### src/rtl/snn_pkg.sv
// Shared codes and defaults for the SNN evaluation-window controller.
package snn_pkg;

    localparam int DEF_N_STEPS          = 64;
    localparam int DEF_LY2_DELAY        = 1;
    localparam int DEF_N_SP_TO_ACTIVATE = 5;
    localparam int DEF_CNT_W            = 8;

    typedef logic [1:0] class_t;

    localparam class_t CLS_NONE   = 2'd0;
    localparam class_t CLS_BLUE   = 2'd1;
    localparam class_t CLS_YELLOW = 2'd2;

    typedef enum logic [2:0] {
        S_IDLE   = 3'd0,
        S_CLR    = 3'd1,
        S_RUN    = 3'd2,
        S_DRAIN  = 3'd3,
        S_DECIDE = 3'd4
    } state_t;

endpackage

### src/rtl/spike_counter.sv
// Saturating spike counter with synchronous clear and count enable.
module spike_counter #(
    parameter int W = 8
) (
    input  logic         clk,
    input  logic         reset,
    input  logic         clear,
    input  logic         en,
    output logic [W-1:0] count
);

    always_ff @(posedge clk) begin
        if (reset || clear) begin
            count <= '0;
        end else if (en && (count != '1)) begin
            count <= count + 1'b1;
        end
    end

endmodule

### src/rtl/snn_window_ctrl.sv
// Per-pixel SNN window sequencer: neuron resets, step index, output-spike
// counting and a registered classification with a one-cycle valid pulse.
module snn_window_ctrl
    import snn_pkg::*;
#(
    parameter int N_STEPS          = DEF_N_STEPS,
    parameter int LY2_DELAY        = DEF_LY2_DELAY,
    parameter int N_SP_TO_ACTIVATE = DEF_N_SP_TO_ACTIVATE,
    parameter int CNT_W            = DEF_CNT_W
) (
    input  logic       clk,
    input  logic       reset,
    input  logic       run,
    input  logic       out0_sp,
    input  logic       out1_sp,
    output logic       res_ly_1,
    output logic       res_ly_2,
    output logic [7:0] step,
    output logic       pix_ack,
    output logic       busy,
    output logic       class_valid,
    output logic [1:0] class_id
);

    if (N_STEPS < 1 || N_STEPS > 256) begin : g_bad_n_steps
        $error("snn_window_ctrl: N_STEPS must be within 1..256");
    end
    if (LY2_DELAY < 0 || LY2_DELAY > 15) begin : g_bad_ly2_delay
        $error("snn_window_ctrl: LY2_DELAY must be within 0..15");
    end
    if (CNT_W < 1) begin : g_bad_cnt_w
        $error("snn_window_ctrl: CNT_W must be at least 1");
    end

    localparam logic [7:0] STEP_LAST  = 8'(N_STEPS - 1);
    localparam logic [3:0] DRAIN_LAST = 4'((LY2_DELAY == 0) ? 0 : LY2_DELAY - 1);

    state_t           state, state_nxt;
    logic [3:0]       drain_cnt, drain_cnt_nxt;
    logic             res1_nxt, res2_nxt, ack_nxt, busy_nxt, valid_nxt;
    logic [7:0]       step_nxt;
    class_t           class_nxt;
    logic [CNT_W-1:0] count0, count1;
    logic             counting;

    // Spikes are counted in RUN and DRAIN only; the DECIDE cycle is excluded.
    assign counting = (state == S_RUN) || (state == S_DRAIN);

    spike_counter #(.W(CNT_W)) u_count0 (
        .clk   (clk),
        .reset (reset),
        .clear (state == S_CLR),
        .en    (counting && out0_sp),
        .count (count0)
    );

    spike_counter #(.W(CNT_W)) u_count1 (
        .clk   (clk),
        .reset (reset),
        .clear (state == S_CLR),
        .en    (counting && out1_sp),
        .count (count1)
    );

    always_ff @(posedge clk) begin
        if (reset) begin
            state       <= S_IDLE;
            drain_cnt   <= 4'd0;
            res_ly_1    <= 1'b1;
            res_ly_2    <= 1'b1;
            step        <= 8'd0;
            pix_ack     <= 1'b0;
            busy        <= 1'b0;
            class_valid <= 1'b0;
            class_id    <= CLS_NONE;
        end else begin
            state       <= state_nxt;
            drain_cnt   <= drain_cnt_nxt;
            res_ly_1    <= res1_nxt;
            res_ly_2    <= res2_nxt;
            step        <= step_nxt;
            pix_ack     <= ack_nxt;
            busy        <= busy_nxt;
            class_valid <= valid_nxt;
            class_id    <= class_nxt;
        end
    end

    always_comb begin
        state_nxt     = state;
        drain_cnt_nxt = (state == S_DRAIN) ? drain_cnt + 4'd1 : 4'd0;
        unique case (state)
            S_IDLE:   if (run) state_nxt = S_CLR;
            S_CLR:    state_nxt = S_RUN;
            S_RUN:    if (step == STEP_LAST) state_nxt = (LY2_DELAY == 0) ? S_DECIDE : S_DRAIN;
            S_DRAIN:  if (drain_cnt == DRAIN_LAST) state_nxt = S_DECIDE;
            S_DECIDE: state_nxt = run ? S_CLR : S_IDLE;
            default:  state_nxt = S_IDLE;
        endcase
    end

    // Outputs are registered from the next state so they line up with it.
    always_comb begin
        res1_nxt  = 1'b1;
        res2_nxt  = 1'b1;
        ack_nxt   = 1'b0;
        busy_nxt  = 1'b1;
        step_nxt  = 8'd0;
        valid_nxt = (state == S_DECIDE);
        class_nxt = class_id;
        unique case (state_nxt)
            S_IDLE:  busy_nxt = 1'b0;
            S_CLR:   ack_nxt  = 1'b1;
            S_RUN: begin
                res1_nxt = 1'b0;
                res2_nxt = 1'b0;
                step_nxt = (state == S_RUN) ? step + 8'd1 : 8'd0;
            end
            S_DRAIN: res2_nxt = 1'b0;
            default: ;
        endcase
        if (state == S_DECIDE) begin
            if (int'(count0) >= N_SP_TO_ACTIVATE) begin
                class_nxt = CLS_BLUE;
            end else if (int'(count1) >= N_SP_TO_ACTIVATE) begin
                class_nxt = CLS_YELLOW;
            end else begin
                class_nxt = CLS_NONE;
            end
        end
    end

endmodule

### config.mk
export PLATFORM = sky130hd
export DESIGN_NAME = snn_window_ctrl
export DESIGN_NICKNAME = d
export VERILOG_FILES = /design/src/rtl/snn_pkg.sv /design/src/rtl/spike_counter.sv /design/src/rtl/snn_window_ctrl.sv
export SDC_FILE = /design/constraint.sdc
export NUM_CORES = 1
export LEC_CHECK = 0
export BUFFER_PORTS_ARGS = -buffer_cell sky130_fd_sc_hd__clkbuf_2
export CAP_MARGIN = 0
export CORE_MARGIN = 1
export CORE_UTILIZATION = 25
export DETAILED_ROUTE_END_ITERATION = 8
export GPL_ROUTABILITY_DRIVEN = 1
export GPL_TIMING_DRIVEN = 0
export PLACE_DENSITY = 0.48
export SLEW_MARGIN = 15
export SYNTH_ARGS = -nofsm -noshare
export SYNTH_HDL_FRONTEND = slang
export SYNTH_HIERARCHICAL = 1
export SYNTH_SLANG_ARGS = --single-unit
export TNS_END_PERCENT = 5
### constraint.sdc
create_clock -name clk -period 1.9 [get_ports clk]
set_input_delay 0.19 -clock clk [delete_from_list [all_inputs] [get_ports clk]]
set_output_delay 0.19 -clock clk [all_outputs]
set_load 0.05 [all_outputs]
Yosys cells after proc, flatten, opt, wreduce, memory -nomap -nowiden:

Cells that the tools add are included.

* register bits: 38
* input port bits: 5
* output and inout port bits: 15
* word-level logic and storage cells: 53

* add/sub/neg operators: 4
* magnitude comparators: 2
* eq/ne operators: 10
* multiplexer cells: 11
* bitwise gates (word level): 3
* reduce and logical (&&, ||, !) cells: 12

Operators by type and width (count)
* $add 8x1->8 const B: 3
* $ge 8x3->1 const B: 2
* $ne 8x8->1 const B: 2
* $pmux 3 s5: 1
* $eq 3x2->1 const B: 4
* $mux 3: 3
* $eq 8x6->1 const B: 1
* $eq 3x1->1 const B: 2
* $logic_not 3->1: 2
* $mux 1: 5
* $add 4x1->4 const B: 1
* $logic_and 1x1->1: 4
* $logic_not 4->1: 1
* $mux 2: 2
* $reduce_or 2->1: 2
* $eq 3x3->1 const B: 1
* $not 1->1: 3
* $reduce_or 3->1: 1
* $logic_or 1x1->1: 2

Longest topological paths before layout:

Gate-level depths: netlist (run 1).

* depth after elaboration: 6
* depth in mapped cells: 6
* mapped depth without buffers: 6

Hierarchy:

The synthesis (run 1) kept the hierarchy.

Modules (own cells, without submodules)
* snn_window_ctrl: instances 1, cells an instance 97, area each 882.1 um^2, seq. area each 440.4 um^2
* spike_counter: instances 2, cells an instance 48, area each 421.7 um^2, seq. area each 160.2 um^2

Least setup slack after synthesis (run 1):

Ideal clock, no wire load.

* path type: register to register
* from: register drain_cnt[0]
* to: register step[3]
* library setup time: 65 ps
* data arrival time: 1627 ps
* required time: 1835 ps
* slack: 208 ps
* cell stages (with the launch flop): 7
* path buffers: 0
* clock period less this slack: 1692 ps
* path through: dfxtp_1 inv_1 ha_1 or3b_4 a32o_2 a311o_2 nor2_1

* word-level cells in the longest chain between the ends: 6

Ends and longest elaborated chain
* start, declared: RTL line snn_window_ctrl.sv:39 `logic [3:0] drain_cnt, drain_cnt_nxt;`
* start signal, assigned: RTL line snn_window_ctrl.sv:78 `drain_cnt <= drain_cnt_nxt;`
* $logic_not 4->1: RTL line snn_window_ctrl.sv:96 `S_DRAIN: if (drain_cnt == DRAIN_LAST) state_nxt = S_DECIDE;`
* $mux 3: RTL line snn_window_ctrl.sv:96
* $pmux 3 s5: RTL line snn_window_ctrl.sv:92 `unique case (state)`
* $eq 3x2->1: RTL line snn_window_ctrl.sv:111 `unique case (state_nxt)`
* $not 1->1 (no line)
* $reduce_or 3->1 (no line)
* end signal, assigned: RTL line snn_window_ctrl.sv:81 `step <= step_nxt;`
* end, declared: RTL line snn_window_ctrl.sv:18 `output logic [7:0] step,`

Every way passes these cells.
A chain may end at the register's enable or synchronous reset.

Final worst setup path (run 1):

* from: register drain_cnt[0]
* to: register step[2]

The elaborated chain is that of the path after synthesis.

==> results of run 1 <==
[stage by stage]
step                      total power, uW  setup slack [ns]  cell area, um2
after global routing                 1600           -0.0253            2030
after CTS                            1550            0.0326            2020
after global placement                951            -0.411            1920
final                                1520             0.110            2030
after floorplan                       918             0.208            1730
after detailed placement              951            -0.431            1920
[worst min-delay path: stages]
cell	delay, ns
clkbuf_2	0.08
a32o_2	0.13
a31oi_1	0.08
nand2_1	0.06
[state kept, by name (all words and copies together), names as in the netlist]
register and count:
state 3, class_id 2, step 8, busy 1, pix_ack 1, u_count0/count 8
res_ly_1 1, class_valid 1, res_ly_2 1, u_count1/count 8, drain_cnt 4
[logic make-up (layout without fill, tap and decap cells)]
kind of cell / after synthesis / after routing / synth area share (%)
compound gates: 29 / 29 / 10.9
fa+ha+maj: 5 / 5 / 3.63
buf+inv: 10 / 37 / 2.32
flops: 38 / 38 / 44.1
simple gates: 95 / 95 / 30.4
xor+xnor: 8 / 8 / 4.06
mux: 8 / 8 / 4.64
[per-layer routing]
layer	part of all wire [%]	up-vias	global-route usage (%)
li1	-	742	-
met1	51	646	13.9
met2	44	22	17.2
met3	3.7	6	2.72
met4	1.4	0	3.70
met5	0	-	0
[Yosys cell counts (all sizes together)]
master	number	area (um2)
dfxtp	38	761
nor2	22	82.6
nand2	20	75.1
a21oi	12	60.1
nand3	10	50.1
mux2i	8	80.1
inv	7	26.3
o21ai	6	30.0
or3	6	40.0
ha	5	62.6
xnor2	5	43.8
a21boi	4	37.5
and2	4	27.5
and3	4	25.0
and3b	4	35.0
and4	4	37.5
nand4	4	25.0
nor3	4	20.0
nor4	3	18.8
or4	3	22.5
xor2	3	26.3
a31oi	2	12.5
buf	2	10.0
o2111ai	2	17.5
or3b	2	20.0
a211oi	1	7.51
a311o	1	11.3
a32o	1	11.3
and2b	1	8.76
clkbuf	1	3.75
nand3b	1	7.51
nor2b	1	6.26
nor3b	1	7.51
nor4b	1	15.0
[final cells by class]
cell class,instances,area [um2],share of cell area [%]
timing repair buffer,19,95.1,4.69
inverter,7,26.3,1.30
buffer,3,13.8,0.679
tap,77,96.3,4.75
clock buffer,6,82.6,4.07
clock inverter,2,12.5,0.617
sequential,38,763,37.7
multi-input combinational,145,937,46.2
[power by group through the flow]
stage          registers [uW]  logic [uW]  clock network (uW)
2_1_floorplan             864        53.9                   0
3_3_place_gp              837         114                   0
3_5_place_dp              837         114                   0
4_1_cts                   818         115                 614
5_1_grt                   822         128                 649
6_report                  820         115                 590
[final timing paths]
path | endpoint | slack [ns] | depth (start not counted)
worst max-delay path | step[2] | 0.11 | 6
worst min-delay path | res_ly_1 | 0.28 | 4
worst max register to register | step[2] | 0.11 | 6
worst min register to register | drain_cnt[0] | 0.43 | 1
==> run_results.csv, run 1 <==
group,metric,value,unit
run_status,outcome,"completed",
layout,antenna_cells_inserted,0,
placement,io_buffer_count,19,
worst_hold_path,hold_class,"in2reg",
layout,postLayoutCoreUtil,31.2,%
setup_path,critical_path_buf_inv_count,1,
timing,setup_repair_after_global_routing_missed_its_margin,"yes",
yosys,seq_area_frac_synth,44.1,%
routing,routed_wirelength,3530,um
global_route,grt.total_usage,10.7,%
global_route,via_count_of_the_first_global_routing_pass,1354,
setup_path,timing.critical_path.from_type,"flop",
setup_path,worst-endpoint-arrival,2.02,ns
placement,dp_hpwl,2480,um
cts,cts_setup_buffers,0,
worst_hold_path,timing.hold.worst.start,"run",
timing,finalMaxSlewViolations,0,
setup_path,critical_path.cell_chain,"inv_1 -> ha_1 -> or3b_4 -> a32o_2 -> a311o_2 -> nor2_1",
yosys,ys_seq_elements,38,
setup_path,timing.critical_path.slowest_cell_delay,0.44,ns
routing,post_drt_via_cell_ratio,4.77,
setup_path,cp_delay_by_family_top,"compound AO/OA/AOI/OAI gates",
power_and_ir_drop,power_report.internal_total,1140,uW
die,placementRows,29,
cts,number_of_buffers_created_by_cts,5,
yosys,yosys_warnings,6,
die,initial_utilization,26.6,%
yosys,ys_types,39,
setup_path,critical_path_peak_fanout,8,
timing,post-route-period-util,94.2,%
setup_path,critPathLaunch,"drain_cnt[0]",
layout,most-common-layout-cells,"dfxtp_1, nor2_1, nand2_1",
yosys,syn_inst,193,
die,floorplan.die.height,85.1,um
timing,clock.fmax,559,MHz
layout,layout-drive-gt1-share,21.4,%
job,cap_violations,0,
routing,route.vias.total,1416,
power_and_ir_drop,pwr-share-clk,38.7,%
layout,fin_cells,297,
yosys,syn_nets,203,
timing,hold_violations,0,
setup_path,cp_slowest_cell,"a311o_2",
yosys,syn_area_per_cell,8.94,um2
setup_path,crit_type,"reg2reg",
routing,drc,0,
power_and_ir_drop,maximum_resistive_drop_on_vdd,0.393,mV
timing,relSlewSlack,64.9,%
die,die_x,85.1,um
cts,cts.clk_slew.worst_paths,0.07,ns
global_route,antenna_found_initial,0,
global_route,grt_first_pass_wirelength,6200,um
layout,syn2layout_area_growth,17.5,%
layout,mostFrequentLayoutCell,"dfxtp_1",
placement,placed_cells,289,
die,boundaryPins,20,
routing,dr.pass1.iters,4,
timing,final.hold.worst_slack,0.276,ns
power_and_ir_drop,seqPwrFrac,53.8,%
layout,nFillCells,694,
timing,final.setup.tns,0,ns
timing,setup_viol,0,
timing,worst_margin_pin_slew,0.525,ns
power_and_ir_drop,cellPowerDensity,752,nW/um2
cts,tritoncts_num_sinks,38,
cts,cts-root-to-sink-buffers,2,
setup_path,critPathCaptureType,"flop",
yosys,synth_area,1730,um2
power_and_ir_drop,switching_power,388,uW
setup_path,regToRegStartpoint,"drain_cnt[0]",
die,fp.coreArea,6490,um2
cts,worst_skew_pair.late_latency,0.29,ns
routing,wire_per_inst,11.9,um
cts,cts-resized-gates,1,
setup_path,cp.required,2.13,ns
die,dieArea,7240,um2
timing,final_min_period,1.79,ns
cts,clock_tree.root_cell,"clkbuf_8",
cts,cts_tree,"done",
placement,finalWeightedCongestion,0.731,
power_and_ir_drop,p_leak,0.000779,uW
timing,finClkSkew,0.00866,ns
cts,htreeDepth,2,
routing,drt_iter0_drc,105,
layout,layout.nets,229,
cts,cts.hold.buffers_added,0,
routing,postRouteAntennaNets,0,
power_and_ir_drop,portion_of_total_power_attributed_to_combinational_logic,7.5,%
global_route,pin_count_of_the_biggest_net_entering_global_routing,18,
power_and_ir_drop,switching_share_of_total_power,25.4,%
global_route,overflow,0,
Note: power is estimated with default switching activity, not from simulation.
==> inputs of run 2 (changes only) <==
--- a/config.mk
+++ b/config.mk
@@ -5,6 +5,7 @@
 export SDC_FILE = /design/constraint.sdc
 export NUM_CORES = 1
 export LEC_CHECK = 0
+export ABC_AREA = 1
 export BUFFER_PORTS_ARGS = -buffer_cell sky130_fd_sc_hd__clkbuf_2
 export CAP_MARGIN = 0
 export CORE_MARGIN = 1
@@ -13,6 +14,7 @@
 export GPL_ROUTABILITY_DRIVEN = 1
 export GPL_TIMING_DRIVEN = 0
 export PLACE_DENSITY = 0.48
+export RECOVER_POWER = 100
 export SLEW_MARGIN = 15
 export SYNTH_ARGS = -nofsm -noshare
 export SYNTH_HDL_FRONTEND = slang
==> run_results.csv, run 2 <==
group,metric,value,unit
timing,worst_margin_pin_slew,0.627,ns
placement,io_buffer_count,19,
setup_path,cp_slowest_cell,"clkbuf_1",
yosys,syn_area_per_cell,7.21,um2
timing,post-route-period-util,79.1,%
global_route,grt.total_usage,9.66,%
layout,fin_cells,376,
layout,layout.nets,290,
setup_path,timing.critical_path.from_type,"flop",
cts,cts-root-to-sink-buffers,2,
yosys,synth_top_flop_cell,"dfxtp_1",
global_route,grt_first_pass_wirelength,5850,um
layout,layout-drive-gt1-share,9.64,%
routing,dr.pass1.iters,4,
power_and_ir_drop,power_report.internal_total,1090,uW
global_route,via_count_of_the_first_global_routing_pass,1357,
routing,drt_iter0_drc,55,
die,placementRows,30,
timing,hold_violations,0,
yosys,ys_types,26,
cts,clock_tree.root_cell,"clkbuf_8",
placement,dp_hpwl,2550,um
timing,setup_repair_after_global_routing_missed_its_margin,"no",
cts,tritoncts_num_sinks,38,
timing,clock.fmax,665,MHz
setup_path,cp.required,2.08,ns
power_and_ir_drop,cellPowerDensity,706,nW/um2
layout,antenna_cells_inserted,0,
cts,htreeDepth,2,
yosys,yosys_warnings,6,
cts,cts.clk_slew.worst_paths,0.07,ns
power_and_ir_drop,switching_power,364,uW
yosys,syn_nets,264,
timing,final_min_period,1.50,ns
power_and_ir_drop,seqPwrFrac,56.4,%
setup_path,timing.critical_path.slowest_cell_delay,0.37,ns
die,initial_utilization,26.4,%
power_and_ir_drop,portion_of_total_power_attributed_to_combinational_logic,7.9,%
die,die_x,87.6,um
setup_path,worst-endpoint-arrival,1.68,ns
die,floorplan.die.height,87.6,um
routing,drc,0,
cts,cts_tree,"done",
routing,route.vias.total,1528,
setup_path,critPathCaptureType,"flop",
worst_hold_path,hold_class,"in2reg",
layout,most-common-layout-cells,"nand2_1, nor2_1, dfxtp_1",
routing,routed_wirelength,3340,um
yosys,synth_top_area_share,41.6,%
power_and_ir_drop,p_leak,0.000876,uW
routing,postRouteAntennaNets,0,
placement,placed_cells,369,
routing,post_drt_via_cell_ratio,4.06,
placement,finalWeightedCongestion,0.724,
setup_path,critical_path.cell_chain,"ha_1 -> nand2_1 -> nor2_1 -> nand2_2 -> clkbuf_1 -> nand3_1 -> nand2_1 -> nor2_1",
die,fp.coreArea,6940,um2
global_route,pin_count_of_the_biggest_net_entering_global_routing,12,
yosys,synth.cells.most_frequent,"nand2_1, nor2_1, dfxtp_1",
power_and_ir_drop,switching_share_of_total_power,25.0,%
timing,finalMaxSlewViolations,0,
yosys,synth-edff-count,0,
layout,nFillCells,778,
yosys,synth-async-reset-ratio,0,%
yosys,ys_seq_elements,38,
yosys,synth.area.top_cells,"dfxtp_1, nand2_1, nor2_1",
cts,cts_setup_buffers,0,
job,cap_violations,0,
layout,registers_with_the_most_flip_flops,"step x8, u_count0/count x8, u_count1/count x8",
cts,worst_skew_pair.late_latency,0.28,ns
die,boundaryPins,20,
timing,finClkSkew,0.00360,ns
yosys,syn_inst,254,
setup_path,crit_type,"reg2reg",
yosys,yosysTopAreaCell,"dfxtp_1",
yosys,synth.most_common_cell,"nand2_1",
cts,cts.hold.buffers_added,0,
run_status,outcome,"completed",
routing,wire_per_inst,8.87,um
timing,final.setup.tns,0,ns
yosys,synth_area,1830,um2
cts,number_of_buffers_created_by_cts,5,
die,dieArea,7670,um2
layout,mostFrequentLayoutCell,"nand2_1",
layout,syn2layout_area_growth,12.7,%
yosys,seq_area_frac_synth,41.6,%
cts,cts-resized-gates,0,
timing,relSlewSlack,58.4,%
global_route,antenna_found_initial,0,
timing,setup_viol,0,
power_and_ir_drop,pwr-share-clk,35.7,%
power_and_ir_drop,maximum_resistive_drop_on_vdd,0.389,mV
global_route,overflow,0,
setup_path,critical_path_peak_fanout,10,
==> run 2: cell count changes after synthesis, sizes merged, moves of 6 or more <==
cell and delta:
nand2 +41, nor2 +36, inv +25, nand3 +12
mux2i -8, or3 -6
==> run 2: final timing paths <==
path | start | endpoint | slack [ns] | cells after the start
min reg2reg | step[0] | step[0] | 0.47 | 1
max | u_count0/count[0] | u_count0/count[2] | 0.40 | 8
max reg2reg | u_count0/count[0] | u_count0/count[2] | 0.40 | 8
min | run | pix_ack | 0.17 | 3
==> run 2: area by class of cell <==
type / count / area, um2 / share of cell area (%)
multi-input combinational: 180 / 892 / 43.2
timing repair buffer: 19 / 76.3 / 3.70
inverter: 34 / 128 / 6.19
sequential: 38 / 761 / 36.9
clock inverter: 2 / 10.0 / 0.485
buffer: 2 / 7.51 / 0.364
clock buffer: 5 / 68.8 / 3.34
tap: 96 / 120 / 5.82
==> run 2: power by group through the flow <==
stage | combinational [uW] | sequential (uW) | clock, uW
6_report | 115 | 821 | 520
5_1_grt | 131 | 823 | 573
4_1_cts | 123 | 821 | 549
3_5_place_dp | 123 | 840 | 0
3_3_place_gp | 123 | 840 | 0
2_1_floorplan | 65.7 | 866 | 0
==> run 2: logic make-up (layout without fill, tap and decap cells) <==
logic type / Yosys count / after routing / share of synthesized area (%)
compound gates: 17 / 17 / 4.78
xor+xnor: 5 / 5 / 2.39
fa+ha+maj: 5 / 5 / 3.42
buf+inv: 36 / 62 / 8.20
flops: 38 / 38 / 41.6
simple gates: 153 / 153 / 39.6
==> run 2: through the flow <==
step                      cell area, um2  total power (uW)  util [%]  hold WS, ns  setup WS [ns]
after floorplan                     1830               932         -        0.259          0.286
after global placement              2050               963      29.5        0.449          0.555
after detailed placement            2050               963      29.5        0.453          0.528
after CTS                           2120              1490      30.6        0.170          0.517
after global routing                2060              1530      29.7        0.186          0.179
final                               2060              1460      29.7        0.174          0.396
==> run 2: layer usage <==
layer  vias to the layer above  share of wire, %  GRT usage [%]
met3                         0               2.0           2.92
met5                         -                 0              0
met1                       671                54           12.8
li1                        845                 -              -
met2                        12                44           15.7
met4                         0                 0           1.79
==> run 2: critical path, delay by kind of cell (launching register included) <==
kind,cells,cell delay (ns)
simple gates,6,0.46
buf+inv,1,0.37
flops,1,0.35
fa+ha+maj,1,0.22
==> inputs of run 3 (changes only) <==
==> constraint.sdc (replaced) <==
create_clock -name clk -period 1.5 [get_ports clk]
set_input_delay 0.15 -clock clk [delete_from_list [all_inputs] [get_ports clk]]
set_output_delay 0.15 -clock clk [all_outputs]
set_load 0.05 [all_outputs]
==> run_results.csv, run 3 (synthesized netlist as in run 2, its figures left out) <==
group,metric,value,unit
timing,final.setup.tns,0,ns
layout,antenna_cells_inserted,0,
layout,registers_with_the_most_flip_flops,"step x8, u_count0/count x8, u_count1/count x8",
timing,final.hold.worst_slack,0.149,ns
timing,setup_viol,0,
cts,worst_skew_pair.late_latency,0.28,ns
layout,design_area,2100,um2
die,initial_utilization,26.4,%
global_route,via_count_of_the_first_global_routing_pass,1435,
layout,most-common-layout-cells,"nand2_1, nor2_1, dfxtp_1",
setup_path,rr_endpoint,"u_count1/count[4]",
job,cap_violations,0,
timing,final_min_period,1.36,ns
timing,finClkSkew,0.00485,ns
timing,finalMaxSlewViolations,0,
power_and_ir_drop,p_leak,0.000880,uW
setup_path,critical_path_peak_fanout,10,
routing,postRouteAntennaNets,0,
worst_hold_path,min_path_cells,3,
routing,post_drt_via_cell_ratio,4.08,
die,boundaryPins,20,
placement,dp_hpwl,2610,um
setup_path,timing.reg2reg.worst_path_depth,7,
routing,drc,0,
layout,area_of_the_multi_input_gates,917,um2
timing,post-route-period-util,90.9,%
layout,nFillCells,751,
placement,io_buffer_count,19,
routing,route.vias.total,1530,
global_route,antenna_found_initial,0,
worst_hold_path,timing.hold.worst.start,"run",
cts,clock_tree.root_cell,"clkbuf_8",
cts,cts_setup_buffers,0,
layout,layout-drive-gt1-share,12.5,%
layout,mostFrequentLayoutCell,"nand2_1",
setup_path,timing.critical_path.from_type,"flop",
setup_path,critPathCaptureType,"flop",
layout,syn2layout_area_growth,14.6,%
cts,cts-resized-gates,0,
routing,wire_per_inst,9.19,um
cts,cts.clk_slew.worst_paths,0.07,ns
timing,worst_margin_pin_slew,0.611,ns
layout,layout.nets,290,
cts,tritoncts_num_sinks,38,
die,floorplan.die.height,87.6,um
cts,cts_tree,"done",
cts,htreeDepth,2,
power_and_ir_drop,cellPowerDensity,899,nW/um2
global_route,pin_count_of_the_biggest_net_entering_global_routing,11,
setup_path,regToRegStartpoint,"u_count1/count[0]",
routing,drt_iter0_drc,42,
global_route,grt.total_usage,10.1,%
global_route,grt_first_pass_wirelength,6100,um
setup_path,crit_type,"reg2reg",
cts,cts.hold.buffers_added,0,
die,placementRows,30,
die,fp.coreArea,6940,um2
timing,setup_repair_after_global_routing_missed_its_margin,"no",
run_status,outcome,"completed",
die,die_x,87.6,um
timing,clock.fmax,734,MHz
worst_hold_path,hold_class,"in2reg",
worst_hold_path,hold_crit_endpoint,"pix_ack",
global_route,overflow,0,
cts,cts-root-to-sink-buffers,2,
placement,finalWeightedCongestion,0.752,
timing,relSlewSlack,59.4,%
layout,area.sequential,763,um2
power_and_ir_drop,maximum_resistive_drop_on_vdd,0.345,mV
layout,postLayoutCoreUtil,30.2,%
setup_path,worst-endpoint-arrival,1.54,ns
setup_path,r2r_slack,0.14,ns
timing,hold_violations,0,
cts,number_of_buffers_created_by_cts,5,
die,dieArea,7670,um2
setup_path,cp.required,1.68,ns
placement,placedInstanceArea,2050,um2
routing,dr.pass1.iters,4,
routing,routed_wirelength,3450,um
[run 3: cell types whose count changed in the layout (fill, tap and decap cells not counted), moves of 2 or more]
cell,before,now
and3_2,0,2
dfxtp_2,0,2
dfxtp_1,38,36
clkbuf_1,17,15
nand3_1,20,18
and3_1,2,0
clkinv_2,2,0
[run 3: area by class of cell]
cell class	instances	area share [%]
sequential	38	36.4
inverter	34	6.09
timing repair buffer	19	3.64
multi-input combinational	180	43.7
tap	96	5.73
buffer	2	0.477
clock buffer	6	3.94
[run 3: worst max path at each step]
stage / from / endpoint / slack [ns] / depth (start not counted)
final: u_count1/count[0] / u_count1/count[4] / 0.14 / 7
after global routing: u_count1/count[0] / u_count1/count[2] / 0.006 / 7
after CTS: state[1] / u_count0/count[4] / 0.10 / 6
after detailed placement: state[1] / u_count0/count[4] / 0.11 / 6
after global placement: state[1] / u_count1/count[4] / 0.15 / 6
after floorplan: step[2] / step[0] / 0.06 / 5
[run 3: per-stage QoR]
| stage | power, uW | std cells | setup WS, ns |
|---|---|---|---|
| finish | 1890 | 375 | 0.137 |
| global route | 1960 | 375 | 0.00585 |
| CTS | 1920 | 375 | 0.101 |
| detailed placement | 1220 | 369 | 0.112 |
| global placement | 1220 | 369 | 0.149 |
| floorplan | 1180 | 254 | 0.0634 |
[run 3: critical path, cell delays in order (launching register included)]
cell and delay [ns]:
dfxtp_1 0.38, ha_1 0.18, nand2_1 0.07, nor2_1 0.12, nand2_2 0.07, clkbuf_2 0.20, a21oi_1 0.18, nor2_1 0.06
[run 3: where the power goes]
part	internal, uW	switching [uW]	leakage [uW]
sequential	1030	11.7	0.000308
clock	355	341	0.0000431
combinational	45.3	106	0.000528
total	1430	458	0.000880
[run 3: metal layers]
metal | share of wire, % | wire length (um) | vias to the layer above | GRT usage [%]
met3 | 3.5 | 120 | 4 | 3.20
met2 | 44 | 1530 | 16 | 15.8
met4 | 1.1 | 39 | 0 | 3.73
li1 | - | - | 838 | -
met5 | 0 | 0 | - | 0
met1 | 51 | 1750 | 672 | 13.1
